### src/rtl/fp_norm_arbiter.sv
// fp_norm_arbiter: round-robin sharing of one ce-stallable normalizer pipeline among NREQ requesters
module fp_norm_arbiter #(
  parameter int NREQ = 4,
  parameter int IWID = 128,
  parameter int OWID = 68,
  parameter int LAT  = 8
) (
  input  logic                 clk,
  input  logic                 rst,
  input  logic [NREQ-1:0]      req_i,
  input  logic [NREQ*IWID-1:0] arg_i,
  input  logic [NREQ-1:0]      under_req_i,
  output logic [NREQ-1:0]      ack_o,
  input  logic                 flush_i,
  output logic                 norm_ce_o,
  output logic [IWID-1:0]      norm_i_o,
  output logic                 norm_under_o,
  input  logic [OWID-1:0]      norm_o_i,
  input  logic                 norm_under_i,
  input  logic                 norm_inexact_i,
  output logic                 res_valid_o,
  input  logic                 res_ready_i,
  output logic [2:0]           res_id_o,
  output logic [OWID-1:0]      res_o,
  output logic                 res_under_o,
  output logic                 res_inexact_o,
  output logic                 busy_o
);
  logic [7:0]      req_x, under_x;
  logic [IWID-1:0] arg_a [8];
  logic [3:0]      sum;
  logic [2:0]      gnt_idx, ptr_q, ptr_d;
  logic            gnt_any, go;
  logic [LAT-1:0]  vld_q;
  logic [2:0]      id_q [LAT];
  logic            res_valid_q, res_under_q, res_inexact_q;
  logic [2:0]      res_id_q;
  logic [OWID-1:0] res_q;
  assign req_x   = 8'(req_i);
  assign under_x = 8'(under_req_i);
  for (genvar g = 0; g < 8; g++) begin : g_arg
    if (g < NREQ) begin : g_used
      assign arg_a[g] = arg_i[g*IWID +: IWID];
    end else begin : g_unused
      assign arg_a[g] = '0;
    end
  end
  // pick the first requester at or after ptr; scanning backwards lets the nearest one win
  always_comb begin
    gnt_any = 1'b0;
    gnt_idx = '0;
    sum     = '0;
    for (int j = NREQ - 1; j >= 0; j--) begin
      sum = {1'b0, ptr_q} + 4'(j);
      sum = sum >= 4'(NREQ) ? sum - 4'(NREQ) : sum;
      if (req_x[sum[2:0]]) begin
        gnt_any = 1'b1;
        gnt_idx = sum[2:0];
      end
    end
  end
  assign norm_ce_o    = ~res_valid_q | res_ready_i;
  assign go           = gnt_any & norm_ce_o & ~flush_i & ~rst;
  assign ack_o        = go ? NREQ'(8'd1 << gnt_idx) : '0;
  assign norm_i_o     = go ? arg_a[gnt_idx] : '0;
  assign norm_under_o = go & under_x[gnt_idx];
  assign ptr_d        = go ? (gnt_idx == 3'(NREQ - 1) ? 3'd0 : gnt_idx + 3'd1) : ptr_q;
  assign busy_o       = |vld_q | res_valid_q;
  assign res_valid_o   = res_valid_q;
  assign res_id_o      = res_id_q;
  assign res_o         = res_q;
  assign res_under_o   = res_under_q;
  assign res_inexact_o = res_inexact_q;
  // round-robin pointer and in-flight valid tracking; flush and reset drop all in-flight work
  always_ff @(posedge clk) begin
    ptr_q <= rst ? 3'd0 : ptr_d;
    if (rst || flush_i) vld_q <= '0;
    else if (norm_ce_o) vld_q <= {vld_q[LAT-2:0], go};
  end
  // requester IDs ride alongside the normalizer pipeline; stale entries are masked by vld_q
  always_ff @(posedge clk) begin
    if (norm_ce_o) begin
      id_q[0] <= gnt_idx;
      for (int i = 1; i < LAT; i++) id_q[i] <= id_q[i-1];
    end
  end
  // result register: data captured only for tracked ops, held while the consumer stalls
  always_ff @(posedge clk) begin
    if (rst) begin
      res_valid_q   <= 1'b0;
      res_id_q      <= '0;
      res_q         <= '0;
      res_under_q   <= 1'b0;
      res_inexact_q <= 1'b0;
    end else if (flush_i) begin
      res_valid_q <= 1'b0;
    end else if (norm_ce_o) begin
      res_valid_q <= vld_q[LAT-1];
      if (vld_q[LAT-1]) begin
        res_id_q      <= id_q[LAT-1];
        res_q         <= norm_o_i;
        res_under_q   <= norm_under_i;
        res_inexact_q <= norm_inexact_i;
      end
    end
  end
endmodule

### config.mk
export PLATFORM = sky130hd
export DESIGN_NAME = fp_norm_arbiter
export DESIGN_NICKNAME = d
export VERILOG_FILES = /design/src/rtl/fp_norm_arbiter.sv
export SDC_FILE = /design/constraint.sdc
export NUM_CORES = 1
export LEC_CHECK = 0
export CORE_AREA = 2 2 317 319
export CTS_BUF_LIST = sky130_fd_sc_hd__clkbuf_4
export DETAILED_ROUTE_END_ITERATION = 10
export DIE_AREA = 0 0 319 321
export HOLD_SLACK_MARGIN = 0.05
export PLACE_DENSITY = 0.35
export SETUP_SLACK_MARGIN = 0.3
export SYNTH_ARGS = -nofsm -noshare
export SYNTH_HDL_FRONTEND = slang
export SYNTH_SLANG_ARGS = --single-unit
### constraint.sdc
create_clock -name clk -period 7.5 [get_ports clk]
set_input_delay 0.75 -clock clk [delete_from_list [all_inputs] [get_ports clk]]
set_output_delay 0.75 -clock clk [all_outputs]
set_load 0.05 [all_outputs]
# After elaboration in Yosys (flattened, before gate mapping)
# Memory sizes are Yosys's and may differ from the RTL's. A register that Yosys moved wholly into a read port is not among the register bits.
# Cells that the tools add are included.
totals:
  elab_cells: 71
  n_memories: 1
  ram_bits: 24
  reg_bits: 82
  input_bits: 594
  output_inout_bits: 209
classes:
  muxes: 30
  n_reduce_logical: 4
  eq_ne: 1
  bitwise_logic: 10
  n_addsub: 8
  magnitude_cmp: 10
  shift: 1
memory_table:
  columns: ["memory", "words", "width", "read_ports", "rd_clocked_by_memory_dff", "wr", "line", "text"]
  rows:
  - ["id_q", 8, 3, 8, 1, 8, "35", "logic [2:0] id_q [LAT];"]
op_table:
  columns: ["cell", "count"]
  rows:
  - ["128-bit binary-select mux with 3-bit select", 1]
  - ["128-bit 2-to-1 mux", 3]
  - ["3-bit 2-to-1 mux", 9]
  - ["3-bit by 4-bit < comparator with 1-bit output, second input constant", 5]
  - ["1-bit binary-select mux with 3-bit select", 5]
  - ["4-bit by 3-bit greater-or-equal comparator with 1-bit output, second input constant", 3]
  - ["3-bit subtractor, second input constant", 4]
  - ["1-bit 2-to-1 mux", 11]
  - ["3-bit by 2-bit adder with 4-bit output, second input constant", 2]
  - ["8-bit OR reduction", 1]
  - ["3-bit by 1-bit adder with 4-bit output, second input constant", 1]
  - ["1-bit bitwise AND", 4]
  - ["4-bit greater-or-equal comparator, second input constant", 1]
  - ["4-bit 2-to-1 mux", 1]
  - ["3-bit inverter with 4-bit output", 1]
  - ["1-bit by 3-bit << shifter with 4-bit output, first input constant", 1]
  - ["3-bit by 1-bit adder with 3-bit output, second input constant", 1]
  - ["3-bit by 2-bit == test with 1-bit output, second input constant", 1]
  - ["3-bit greater-or-equal comparator, second input constant", 1]
  - ["1-bit inverter", 3]
  - ["3-bit AND reduction", 1]
  - ["1-bit OR", 2]
  - ["2-bit OR reduction", 1]
  - ["1-bit logical OR", 1]

# Depth between registers and ports, before layout
depth:
  depth_word: 14
  depth_mapped: 15
  ltp_nobuf: 10

# Worst setup path before layout
# Ideal clock, no wire load.
synth_path:
  path_type: "register to output"
  start: "register ptr_q[0]"
  end: "output norm_i_o[103]"
  slack_ns: 3.380
  n_path_buf: 5
  t_arrival_ns: 3.370
  path_stages_with_launch: 14
  t_required_ns: 6.750
  cell_sequence: "dfxtp_1 > buf_2 > inv_1 > ha_1 > buf_2 > mux4_2 > o21ai_1 > or3b_4 > a221o_1 > buf_6 > buf_6 > buf_6 > mux2i_1 > o22ai_1"
synth_between:
  elab_chain_len: 14
  word_cells_on_any_way: 39
  cone_classes: "7 x add/sub; 4 x order compare; 24 x mux; 4 x bitwise"
synth_rtl:
  columns: ["item", "line", "text"]
  rows:
  - ["from (decl)", "32", "logic [2:0] gnt_idx, ptr_q, ptr_d;"]
  - ["from (signal assigned)", "76", "ptr_q <= rst ? 3'd0 : ptr_d;"]
  - ["3-bit by 2-bit adder with 4-bit output", "54", "sum = {1'b0, ptr_q} + 4'(j);"]
  - ["4-bit by 3-bit greater-or-equal comparator with 1-bit output or 3-bit subtractor (tied branches)", "55", "sum = sum >= 4'(NREQ) ? sum - 4'(NREQ) : sum;"]
  - ["3-bit 2-to-1 mux", "55", null]
  - ["1-bit binary-select mux with 3-bit select", "56", "if (req_x[sum[2:0]]) begin"]
  - ["1-bit 2-to-1 mux (not written as such)", "56", null]
  - ["3-bit 2-to-1 mux (4 in a row)", "56", null]
  - ["3-bit inverter with 4-bit output (not written as such)", "65", "assign norm_i_o = go ? arg_a[gnt_idx] : '0;"]
  - ["128-bit binary-select mux with 3-bit select", "65", null]
  - ["128-bit 2-to-1 mux (not written as such) (2 in a row)", "65", null]
  - ["128-bit 2-to-1 mux (*)", "65", null]
  - ["to (decl)", "16", "output logic [IWID-1:0] norm_i_o,"]
# Mark *: on every way between the ends. The rest lies on a longest branch, timed or not. The select of a mux whose other input is x is not followed.

# Worst setup path in the final report
layout_path:
  start: "register ptr_q[0]"
  end: "output norm_i_o[75]"
# The elaborated chain is that of the path after synthesis.

==> run metrics <==
asr flop ratio synth=0; Area Overhead vs Synth=121.0%; fin crit share=0.8228; Register-to-Register Path Depth=11; CTS tree=yes; status=complete, no violations; worst hold path class=flop to flop; PortBufs=802; DRC=0; violation count after the first detailed-route iteration=415; vias in the first global route=10.56k; Wirelength per Cell=23.71 µm; Worst-Margin Slew=1.118 ns; commonest non-fill, non-tap cell in the layout=clkdlybuf4s50_1; Worst Hold Margin=0.4006 ns; initial cell density of the core=0.07909; drt pass-1 iters=4; grt total ovfl=0; # hold bufs at CTS=0; # placed instances=2928; Setup TNS=0 ns; post-synthesis instance total=898; Fin Clk Skew=0.03895 ns; via count=10.33k; Static Leak=6.522 nW; crit path from=ptr_q[0]; root buffer cell=clkbuf_4; top post-synthesis cells by area=mux2i_1 (33%), dfxtp_1 (22%), o22ai_1 (10%), edfxtp_1 (9.2%), nand2_1 (7.7%); CP Capture Point=norm_i_o[75]; R2R Setup Slk=3.83 ns; fmax=0.1621 GHz; antenna violations before repair=45; leading area contributor after synthesis=mux2i_1; first-pass GRT wire length=91910 µm; CTS resizes=0; DRT antenna net count=0; final setup vio count=0; largest net degree at the start of global routing=89; critical path fanouts, max=28; num rows=116; Required @ worst endpoint=6.75 ns; final core occ=0.1748; syn avg cell area=8.743 µm²; RSZ-0062 raised after global routing=false; Worst Path Arrival=5.42 ns; overall power=5.178 mW; fill count=11.17k; ys flop type=dfxtp_1; H-tree Lvls=3; proportion of layout cells with a drive suffix above 1=0.02673; Netlist cell types=44; GRT Overall Usage=0.1294; Worst VDD drop=273.5 µV; clk slew on worst S/H paths=0.21 ns; post-synth top area share=0.3302; Netlist Area Pre-Place=7851 µm²; Synthesized Nets=1498; Top Ports=803; Final Max Tran Viols=0; FF-to-FF End=ptr_q[0]; Seq/Total Area, Yosys=0.3085; Final Hold Vio Count=0; commonest non-fill, non-tap cells in the layout=clkdlybuf4s50_1 (801), mux2i_1 (259), nand2_1 (161), o22ai_1 (130), dfxtp_1 (85); worst r2r src=ptr_q[0]; crit path time final=6.171 ns; Slew Limit Headroom=0.2333; CTS Buffer Depth=2; Yosys warnings=0; drt via density=3.500; Yosys reg bits=109; startpoint types=flop; die height=321 µm; GP Congestion=0.8894; max cap viols=0; final net count=2241; DP Wirelength=60160 µm; number of synthesized flops with an enable pin=24; core area=99280 µm²; final wirelength=69970 µm; Worst-Skew Late Latency=0.55 ns; die area=102400 µm²; die width=319 µm; CTS Buf Count=9; critical path type=flop to output pin; Post-Layout Cell Count=2951; Pwr per Cell Area=298.4 nW/µm²; Post-CTS Setup Bufs=0; clk sinks=109; critical path endpoint category=output pin
-- through the flow --
stage                     cell area, µm²  worst slack, ns
final                              17350            1.329
after global routing               17350           0.9197
after CTS                          17340            1.175
after detailed placement           17190            1.676
after global placement             17190            1.763
after floorplan                     7851            3.380
-- layout make-up --
| class | instances | area [µm²] | share of cell area |
|---|---|---|---|
| Tap cell | 1298 | 1624 | 0.09358 |
| Sequential cell | 109 | 2422 | 0.1396 |
| Antenna cell | 7 | 17.52 | 0.001009 |
| Multi-Input combinational cell | 695 | 4912 | 0.2831 |
| Timing Repair Buffer | 820 | 8208 | 0.4730 |
| Clock inverter | 7 | 80.08 | 0.004614 |
| Inverter | 6 | 22.52 | 0.001298 |
| Clock buffer | 9 | 67.56 | 0.003893 |
-- routing by layer --
| layer | global-route usage | up-vias | part of all wire |
|---|---|---|---|
| met5 | 0 | - | 0.0048 |
| met3 | 0.06057 | 96 | 0.11 |
| met4 | 0.01887 | 52 | 0.012 |
| met1 | 0.1359 | 4863 | 0.37 |
| li1 | - | 4799 | - |
| met2 | 0.2384 | 518 | 0.51 |
-- cell families (layout without fill, tap and decap cells) --
| kind of cell | after synthesis | count (layout) | share of synthesized area |
|---|---|---|---|
| AO/OA/AOI/OAI | 231 | 231 | 0.1734 |
| adder cells (fa/ha/maj) | 6 | 6 | 0.009561 |
| buffers and inverters | 94 | 842 | 0.06932 |
| flip-flops | 109 | 109 | 0.3085 |
| multiplexers | 262 | 262 | 0.3359 |
| other | 1 | 8 | 0.0004776 |
| AND/OR/NAND/NOR | 195 | 195 | 0.1028 |
-- synth_stat cells, types with 2 or more instances --
library cell / count
nand2b_1: 5
mux2i_1: 259
o22ai_1: 130
dfxtp_1: 85
clkbuf_1: 50
buf_1: 2
nand3_1: 2
a21oi_1: 84
buf_6: 21
nor2b_1: 3
inv_2: 2
and2_1: 5
nand2_1: 161
nor3b_1: 2
nand3b_1: 4
nor3_1: 2
o21ai_1: 3
ha_1: 6
nor2_1: 7
inv_1: 3
edfxtp_1: 24
buf_2: 14
a211oi_1: 3
-- report_power, final --
part | switching (mW) | leakage (nW) | internal (mW) | total (mW)
clock | 0.227 | 0.0805 | 0.106 | 0.333
combinational | 2.52 | 5.49 | 1.64 | 4.16
sequential | 0.0282 | 0.950 | 0.659 | 0.688
-- state kept, by name, summed over array words and instances, names as in the netlist --
name,cells
id_q,24
ptr_q,3
res_id_o,3
res_inexact_o,1
res_o,68
res_under_o,1
res_valid_o,1
vld_q,8
-- how the worst min path moves through the flow --
stage | cells after the start | from | slack (ns) | endpoint
4_1_cts | 0 | id_q[5][0] | 0.40 | id_q[6][0]
6_report | 0 | id_q[5][1] | 0.40 | id_q[6][1]
5_1_grt | 0 | id_q[5][0] | 0.41 | id_q[6][0]
3_3_place_gp | 0 | id_q[4][0] | 0.41 | id_q[5][0]
3_5_place_dp | 0 | id_q[0][1] | 0.41 | id_q[1][1]
2_1_floorplan | 0 | id_q[0][0] | 0.40 | id_q[1][0]
-- worst max-delay path, cell delays in order (launching register included) --
cell and delay, ns:
dfxtp_1 0.63, inv_1 0.14, ha_1 0.51, mux4_2 0.35
o21ai_1 0.12, or3b_4 0.18, a221o_4 0.52, buf_4 0.51
buf_4 0.53, mux2i_1 0.15, o22ai_1 0.26, clkdlybuf4s50_1 0.94
(Power assumes the default switching activity.)
